File: config.mk
export PLATFORM = sky130hd
export DESIGN_NAME = axis_log_replay
export DESIGN_NICKNAME = d
export VERILOG_FILES = /design/src/rtl/axis_log_replay.sv
export SDC_FILE = /design/constraint.sdc
export NUM_CORES = 2
export LEC_CHECK = 0
export CAP_MARGIN = 20
export CORE_MARGIN = 3
export CORE_UTILIZATION = 35
export CTS_CLUSTER_SIZE = 40
export DETAILED_ROUTE_END_ITERATION = 12
export DONT_BUFFER_PORTS = 1
export PLACE_DENSITY_LB_ADDON = 0.12
export SLEW_MARGIN = 20
export SYNTH_ARGS = -nofsm -noshare
export SYNTH_HDL_FRONTEND = slang
export SYNTH_MEMORY_MAX_BITS = 65536
export SYNTH_SLANG_ARGS = --single-unit
File: constraint.sdc
create_clock -name clk -period 7.3 [get_ports clk]
set_clock_uncertainty 0.05 [all_clocks]
set_input_delay 0.73 -clock clk [delete_from_list [all_inputs] [get_ports clk]]
set_output_delay 0.73 -clock clk [all_outputs]
set_load 0.1 [all_outputs]
File: src/rtl/axis_log_replay.sv
// Capture-and-replay buffer between the governor's log and inject AXI Streams.
// Stored flits are replayed in order through a 2-entry prefetch stage.
module axis_log_replay #(
    parameter int DATA_WIDTH = 64,
    parameter int DEPTH_LOG2 = 6
) (
    input  logic                    clk,
    input  logic                    rst,
    input  logic [DATA_WIDTH-1:0]   log_TDATA,
    input  logic                    log_TVALID,
    output logic                    log_TREADY,
    input  logic [DATA_WIDTH/8-1:0] log_TKEEP,
    input  logic                    log_TDEST,
    input  logic                    log_TID,
    input  logic                    log_TLAST,
    output logic [DATA_WIDTH-1:0]   inj_TDATA,
    output logic                    inj_TVALID,
    input  logic                    inj_TREADY,
    output logic [DATA_WIDTH/8-1:0] inj_TKEEP,
    output logic                    inj_TDEST,
    output logic                    inj_TID,
    output logic                    inj_TLAST,
    input  logic                    capture,
    input  logic                    replay,
    input  logic                    clear,
    output logic [DEPTH_LOG2:0]     count,
    output logic                    full,
    output logic                    overflow,
    output logic                    busy
);
    localparam int KEEP_W  = DATA_WIDTH / 8;
    localparam int ENTRY_W = DATA_WIDTH + KEEP_W + 3;
    localparam int DEPTH   = 1 << DEPTH_LOG2;
    localparam logic [DEPTH_LOG2:0]   DEPTH_CNT = {1'b1, {DEPTH_LOG2{1'b0}}};
    localparam logic [DEPTH_LOG2:0]   CNT_ONE   = 1;
    localparam logic [DEPTH_LOG2-1:0] PTR_ONE   = 1;

    typedef enum logic [1:0] {
        ST_IDLE,
        ST_CAPTURE,
        ST_REPLAY
    } state_t;

    state_t                state_q, state_d;
    logic [DEPTH_LOG2:0]   count_q, count_d;
    logic [DEPTH_LOG2:0]   rd_cnt_q, rd_cnt_d;
    logic [DEPTH_LOG2-1:0] wr_ptr_q, wr_ptr_d;
    logic [1:0]            occ_q, occ_d;
    logic                  head_q, head_d;
    logic                  overflow_q, overflow_d;
    logic                  tready_q, tready_d;

    logic [ENTRY_W-1:0] mem [DEPTH];
    logic [ENTRY_W-1:0] skid [2];

    logic               is_full;
    logic               log_hs;
    logic               wr_en;
    logic               rd_en;
    logic               pop;
    logic               push_idx;
    logic [ENTRY_W-1:0] wr_entry;
    logic [ENTRY_W-1:0] out_entry;

    assign is_full  = (count_q == DEPTH_CNT);
    assign log_hs   = log_TVALID && tready_q;
    assign wr_en    = (state_q == ST_CAPTURE) && log_hs && !is_full && !clear;
    assign pop      = (occ_q != 2'd0) && inj_TREADY;
    // Reads are only issued into a free skid slot, so inj_TREADY never reaches the read enable.
    assign rd_en    = (state_q == ST_REPLAY) && (rd_cnt_q != count_q) && (occ_q != 2'd2) && !clear;
    assign push_idx = head_q ^ occ_q[0];
    assign wr_entry = {log_TLAST, log_TID, log_TDEST, log_TKEEP, log_TDATA};

    always_comb begin
        state_d    = state_q;
        count_d    = count_q;
        wr_ptr_d   = wr_ptr_q;
        rd_cnt_d   = rd_cnt_q;
        occ_d      = occ_q;
        head_d     = head_q;
        overflow_d = overflow_q;
        tready_d   = 1'b1;

        if (wr_en) begin
            count_d = count_q + CNT_ONE;
            if (wr_ptr_q != '1) begin
                wr_ptr_d = wr_ptr_q + PTR_ONE;
            end
        end
        if ((state_q == ST_CAPTURE) && log_hs && is_full) begin
            overflow_d = 1'b1;
        end

        if (rd_en) begin
            rd_cnt_d = rd_cnt_q + CNT_ONE;
        end
        case ({rd_en, pop})
            2'b10:   occ_d = occ_q + 2'd1;
            2'b01:   occ_d = occ_q - 2'd1;
            default: occ_d = occ_q;
        endcase
        if (pop) begin
            head_d = ~head_q;
        end

        case (state_q)
            ST_IDLE: begin
                if (capture) begin
                    state_d = ST_CAPTURE;
                end else if (replay && (count_q != '0)) begin
                    state_d  = ST_REPLAY;
                    rd_cnt_d = '0;
                    occ_d    = 2'd0;
                    head_d   = 1'b0;
                end
            end
            ST_CAPTURE: begin
                if (!capture) begin
                    state_d = ST_IDLE;
                end
            end
            ST_REPLAY: begin
                if ((rd_cnt_d == count_q) && (occ_d == 2'd0)) begin
                    state_d = ST_IDLE;
                end
            end
            default: state_d = ST_IDLE;
        endcase

        // Clear empties everything and drops any pending output flit.
        if (clear) begin
            state_d    = capture ? ST_CAPTURE : ST_IDLE;
            count_d    = '0;
            wr_ptr_d   = '0;
            rd_cnt_d   = '0;
            occ_d      = 2'd0;
            head_d     = 1'b0;
            overflow_d = 1'b0;
        end
    end

    always_ff @(posedge clk) begin
        if (rst) begin
            state_q    <= ST_IDLE;
            count_q    <= '0;
            wr_ptr_q   <= '0;
            rd_cnt_q   <= '0;
            occ_q      <= 2'd0;
            head_q     <= 1'b0;
            overflow_q <= 1'b0;
            tready_q   <= 1'b0;
        end else begin
            state_q    <= state_d;
            count_q    <= count_d;
            wr_ptr_q   <= wr_ptr_d;
            rd_cnt_q   <= rd_cnt_d;
            occ_q      <= occ_d;
            head_q     <= head_d;
            overflow_q <= overflow_d;
            tready_q   <= tready_d;
        end
    end

    always_ff @(posedge clk) begin
        if (wr_en) begin
            mem[wr_ptr_q] <= wr_entry;
        end
    end

    // Synchronous read lands directly in the next free skid slot.
    always_ff @(posedge clk) begin
        if (rd_en) begin
            skid[push_idx] <= mem[rd_cnt_q[DEPTH_LOG2-1:0]];
        end
    end

    assign inj_TVALID = (occ_q != 2'd0);
    assign out_entry  = inj_TVALID ? skid[head_q] : '0;
    assign {inj_TLAST, inj_TID, inj_TDEST, inj_TKEEP, inj_TDATA} = out_entry;

    assign log_TREADY = tready_q;
    assign count      = count_q;
    assign full       = is_full;
    assign overflow   = overflow_q;
    assign busy       = (state_q == ST_REPLAY);

endmodule

==> results.py <==
metrics = {
    "final_layout": {
        "fillers": 46471,
        "nets": 8176,
        "final_common_cell": "edfxtp_1",
        "drive_above_1_share_pct": 32.25,
        "final_cell_area_um2": 220500,
        "fin_util_pct": 41.04,
        "syn_to_final_growth_pct": 16.76,
        "final_cell_mix": "edfxtp_1, mux4_2, clkbuf_16, buf_4, clkinv_1",
    },
    "timing": {
        "slew_headroom_pct": 22.32,
        "grt_setup_unrepaired": "false",
        "period_minus_slack_ns": 5.450,
        "tns_ns": 0,
        "finalHoldViolCount": 0,
        "fin_crit_sh_pct": 74.65,
        "setup_violations": 0,
        "worst_slew_pin_slew_ns": 1.165,
        "maxSlewViolCount": 0,
        "fmax_ghz": 0.1835,
    },
    "synthesis": {
        "synthCells": 7500,
        "synth_seq_cells": 4977,
        "post-synth-top-area-fraction_pct": 78.72,
        "synth_ff_type": "edfxtp_1",
        "synth.distinct_cells": 48,
        "yosys_warnings": 0,
        "synthArstFlopShare_pct": 0,
        "synth_edf_count": 4950,
        "synth_fp_nets": 7587,
        "netlist_area_um2": 188800,
        "yosysTopAreaCell": "edfxtp_1",
        "synth.area.top_cells": "edfxtp_1, mux4_2, mux2i_1",
        "ys_seq_area_share_pct": 79.01,
        "synth_area_per_cell_um2": 25.18,
    },
    "clock_network": {
        "cts_resized": 0,
        "cts_tree": "done",
        "h-tree-depth": 6,
        "cts_setup_buffers": 0,
        "clockBufferDepth": 4,
        "clock-sinks": 4977,
        "cts_made_buffers": 553,
        "clkLatencyLatePin_ns": 1.08,
        "clockRootBuffer": "clkbuf_16",
        "clkTransAtPathRegs_ns": 0.06,
    },
    "floorplanning": {
        "initial_core_util_pct": 35.15,
        "chipWidth_um": 740.5,
        "fp.dieH_um": 740.5,
        "ios": 169,
        "die_area_um2": 548300,
        "coreArea_um2": 537200,
        "num_rows": 269,
    },
    "route": {
        "firstDrtPassIters": 5,
        "ant_nets": 0,
        "drcViolationCount": 0,
        "via_count": 87912,
        "wire_per_inst_um": 37.87,
        "drtIter0Drc": 10176,
        "totalWireLength_um": 594600,
        "vias_per_cell": 5.598,
    },
    "pwr": {
        "p_leak_nw": 64.96,
        "p_per_area_nw_per_um2": 267.4,
        "vdd_drop_max_mv": 0.2494,
    },
    "global_routing": {
        "use_met3_pct": 3.099,
        "antenna_found_initial": 31,
        "grt_pass1_wl_um": 809700,
        "grt_usage_pct": 21.47,
        "gr-usage-met1_pct": 30.41,
        "use_met2_pct": 35.70,
        "overflow": 0,
        "grt_pass1_vias": 90906,
        "grt_max_degree": 116,
        "grt_busiest_layer": "met2",
    },
    "run": {
        "cap_violations": 0,
    },
    "placed_design": {
        "post-dp-hpwl_um": 302300,
        "io_buffers": 0,
        "placed_area_um2": 200200,
        "gp_congestion": 0.7500,
    },
    "setup_path": {
        "reg2reg_slack_ns": 1.85,
        "crit_path_end_kind": "flip-flop",
        "worst_setup_path_start_kind": "flip-flop",
        "worstPathMaxFanout": 47,
        "worstPathArrival_ns": 6.07,
        "critPathKind": "flip-flop to flip-flop",
        "cp.required_ns": 7.93,
    },
    "status": {
        "status": "finished, final reports clean",
    },
    "hold_path": {
        "hold_class": "input port to flip-flop",
    },
}
[worst paths after layout]
kind                 endpoint  cells after the start   startpoint
setup / recovery  mem[23][34]                      6   log_TREADY
hold / removal       count[5]                      2          rst
setup reg to reg  mem[23][34]                      6   log_TREADY
hold reg to reg   rd_cnt_q[4]                      2  rd_cnt_q[4]
[state kept, by name, indices dropped and copies added (netlist names)]
name and flops:
head_q 1, skid 150, mem 4800, state_q 2, wr_ptr_q 6, overflow 1, count 7, occ_q 2
rd_cnt_q 7, log_TREADY 1
[cells in the mapped netlist (14+ instances only)]
cell / number
nor2b_1: 14
buf_1: 55
mux2i_1: 117
buf_6: 18
xnor2_1: 14
buf_2: 91
buf_4: 29
nand2_1: 78
a22oi_1: 122
dfxtp_1: 27
edfxtp_1: 4950
mux4_2: 1500
clkbuf_1: 205
nor2_1: 172
[cells by family (layout without fill, tap and decap cells)]
| family | Yosys count | after routing | share of synthesized area, % |
|---|---|---|---|
| flops | 4977 | 4977 | 79.01 |
| mux | 1618 | 1618 | 18.52 |
| buf+inv | 405 | 1422 | 0.9946 |
| simple gates | 313 | 313 | 0.7097 |
| compound gates | 156 | 156 | 0.6103 |
| xor+xnor | 26 | 26 | 0.1279 |
| fa+ha+maj | 5 | 5 | 0.03313 |
| other cells | 0 | 5 | 0 |
[timing repair]
item | CTS | global route
hold endpoints to repair | 4814 | 0
endpoints found under the setup margin | 0 | 0
hold buffers | 156 | 0
[per-stage QoR]
stage	power (W)	setup slack [ns]	hold WS [ns]	std cells
2_1_floorplan	0.03204	1.105	0.4598	7500
3_3_place_gp	0.03204	1.820	0.5270	14556
3_5_place_dp	0.03204	1.832	0.5341	14559
4_1_cts	0.05963	1.836	0.02181	15698
5_1_grt	0.06082	1.741	0.07945	15700
6_report	0.05896	1.850	0.1154	15703
[critical path, stage by stage (launching register included)]
cell and delay (ns):
dfxtp_1 0.95, nand4b_1 0.34, a311oi_2 0.94, and2_0 0.40
nand3_1 0.79, nor2_4 0.91, buf_12 0.49
[area by class of cell]
type	count	area [um2]	area share (%)
Clock buffer	682	14450	6.554
Timing Repair Buffer	432	6331	2.872
Antenna cell	5	12.51	0.005675
Inverter	7	26.28	0.01192
Sequential cell	4977	149200	67.68
Multi-Input combinational cell	2118	38500	17.46
Clock inverter	301	2958	1.342
Tap cell	7181	8985	4.075
[per-layer routing]
layer,wire length (um),part of all wire (%),up-vias
met5,7,0.0012,-
met4,12270,2.1,2
met3,33210,5.6,673
met2,293500,49,3011
met1,255700,43,50267
li1,-,-,33959
[power by group]
| part | total [W] | internal, W | switching, W | leakage, nW |
|---|---|---|---|---|
| Combinational | 0.000621 | 0.000158 | 0.000463 | 11.8 |
| Sequential | 0.0314 | 0.0314 | 0.00000394 | 44.7 |
| Clock | 0.0269 | 0.0153 | 0.0116 | 8.45 |
| Total | 0.0590 | 0.0469 | 0.0121 | 65.0 |
No activity file was read; power rests on OpenSTA's default activity.
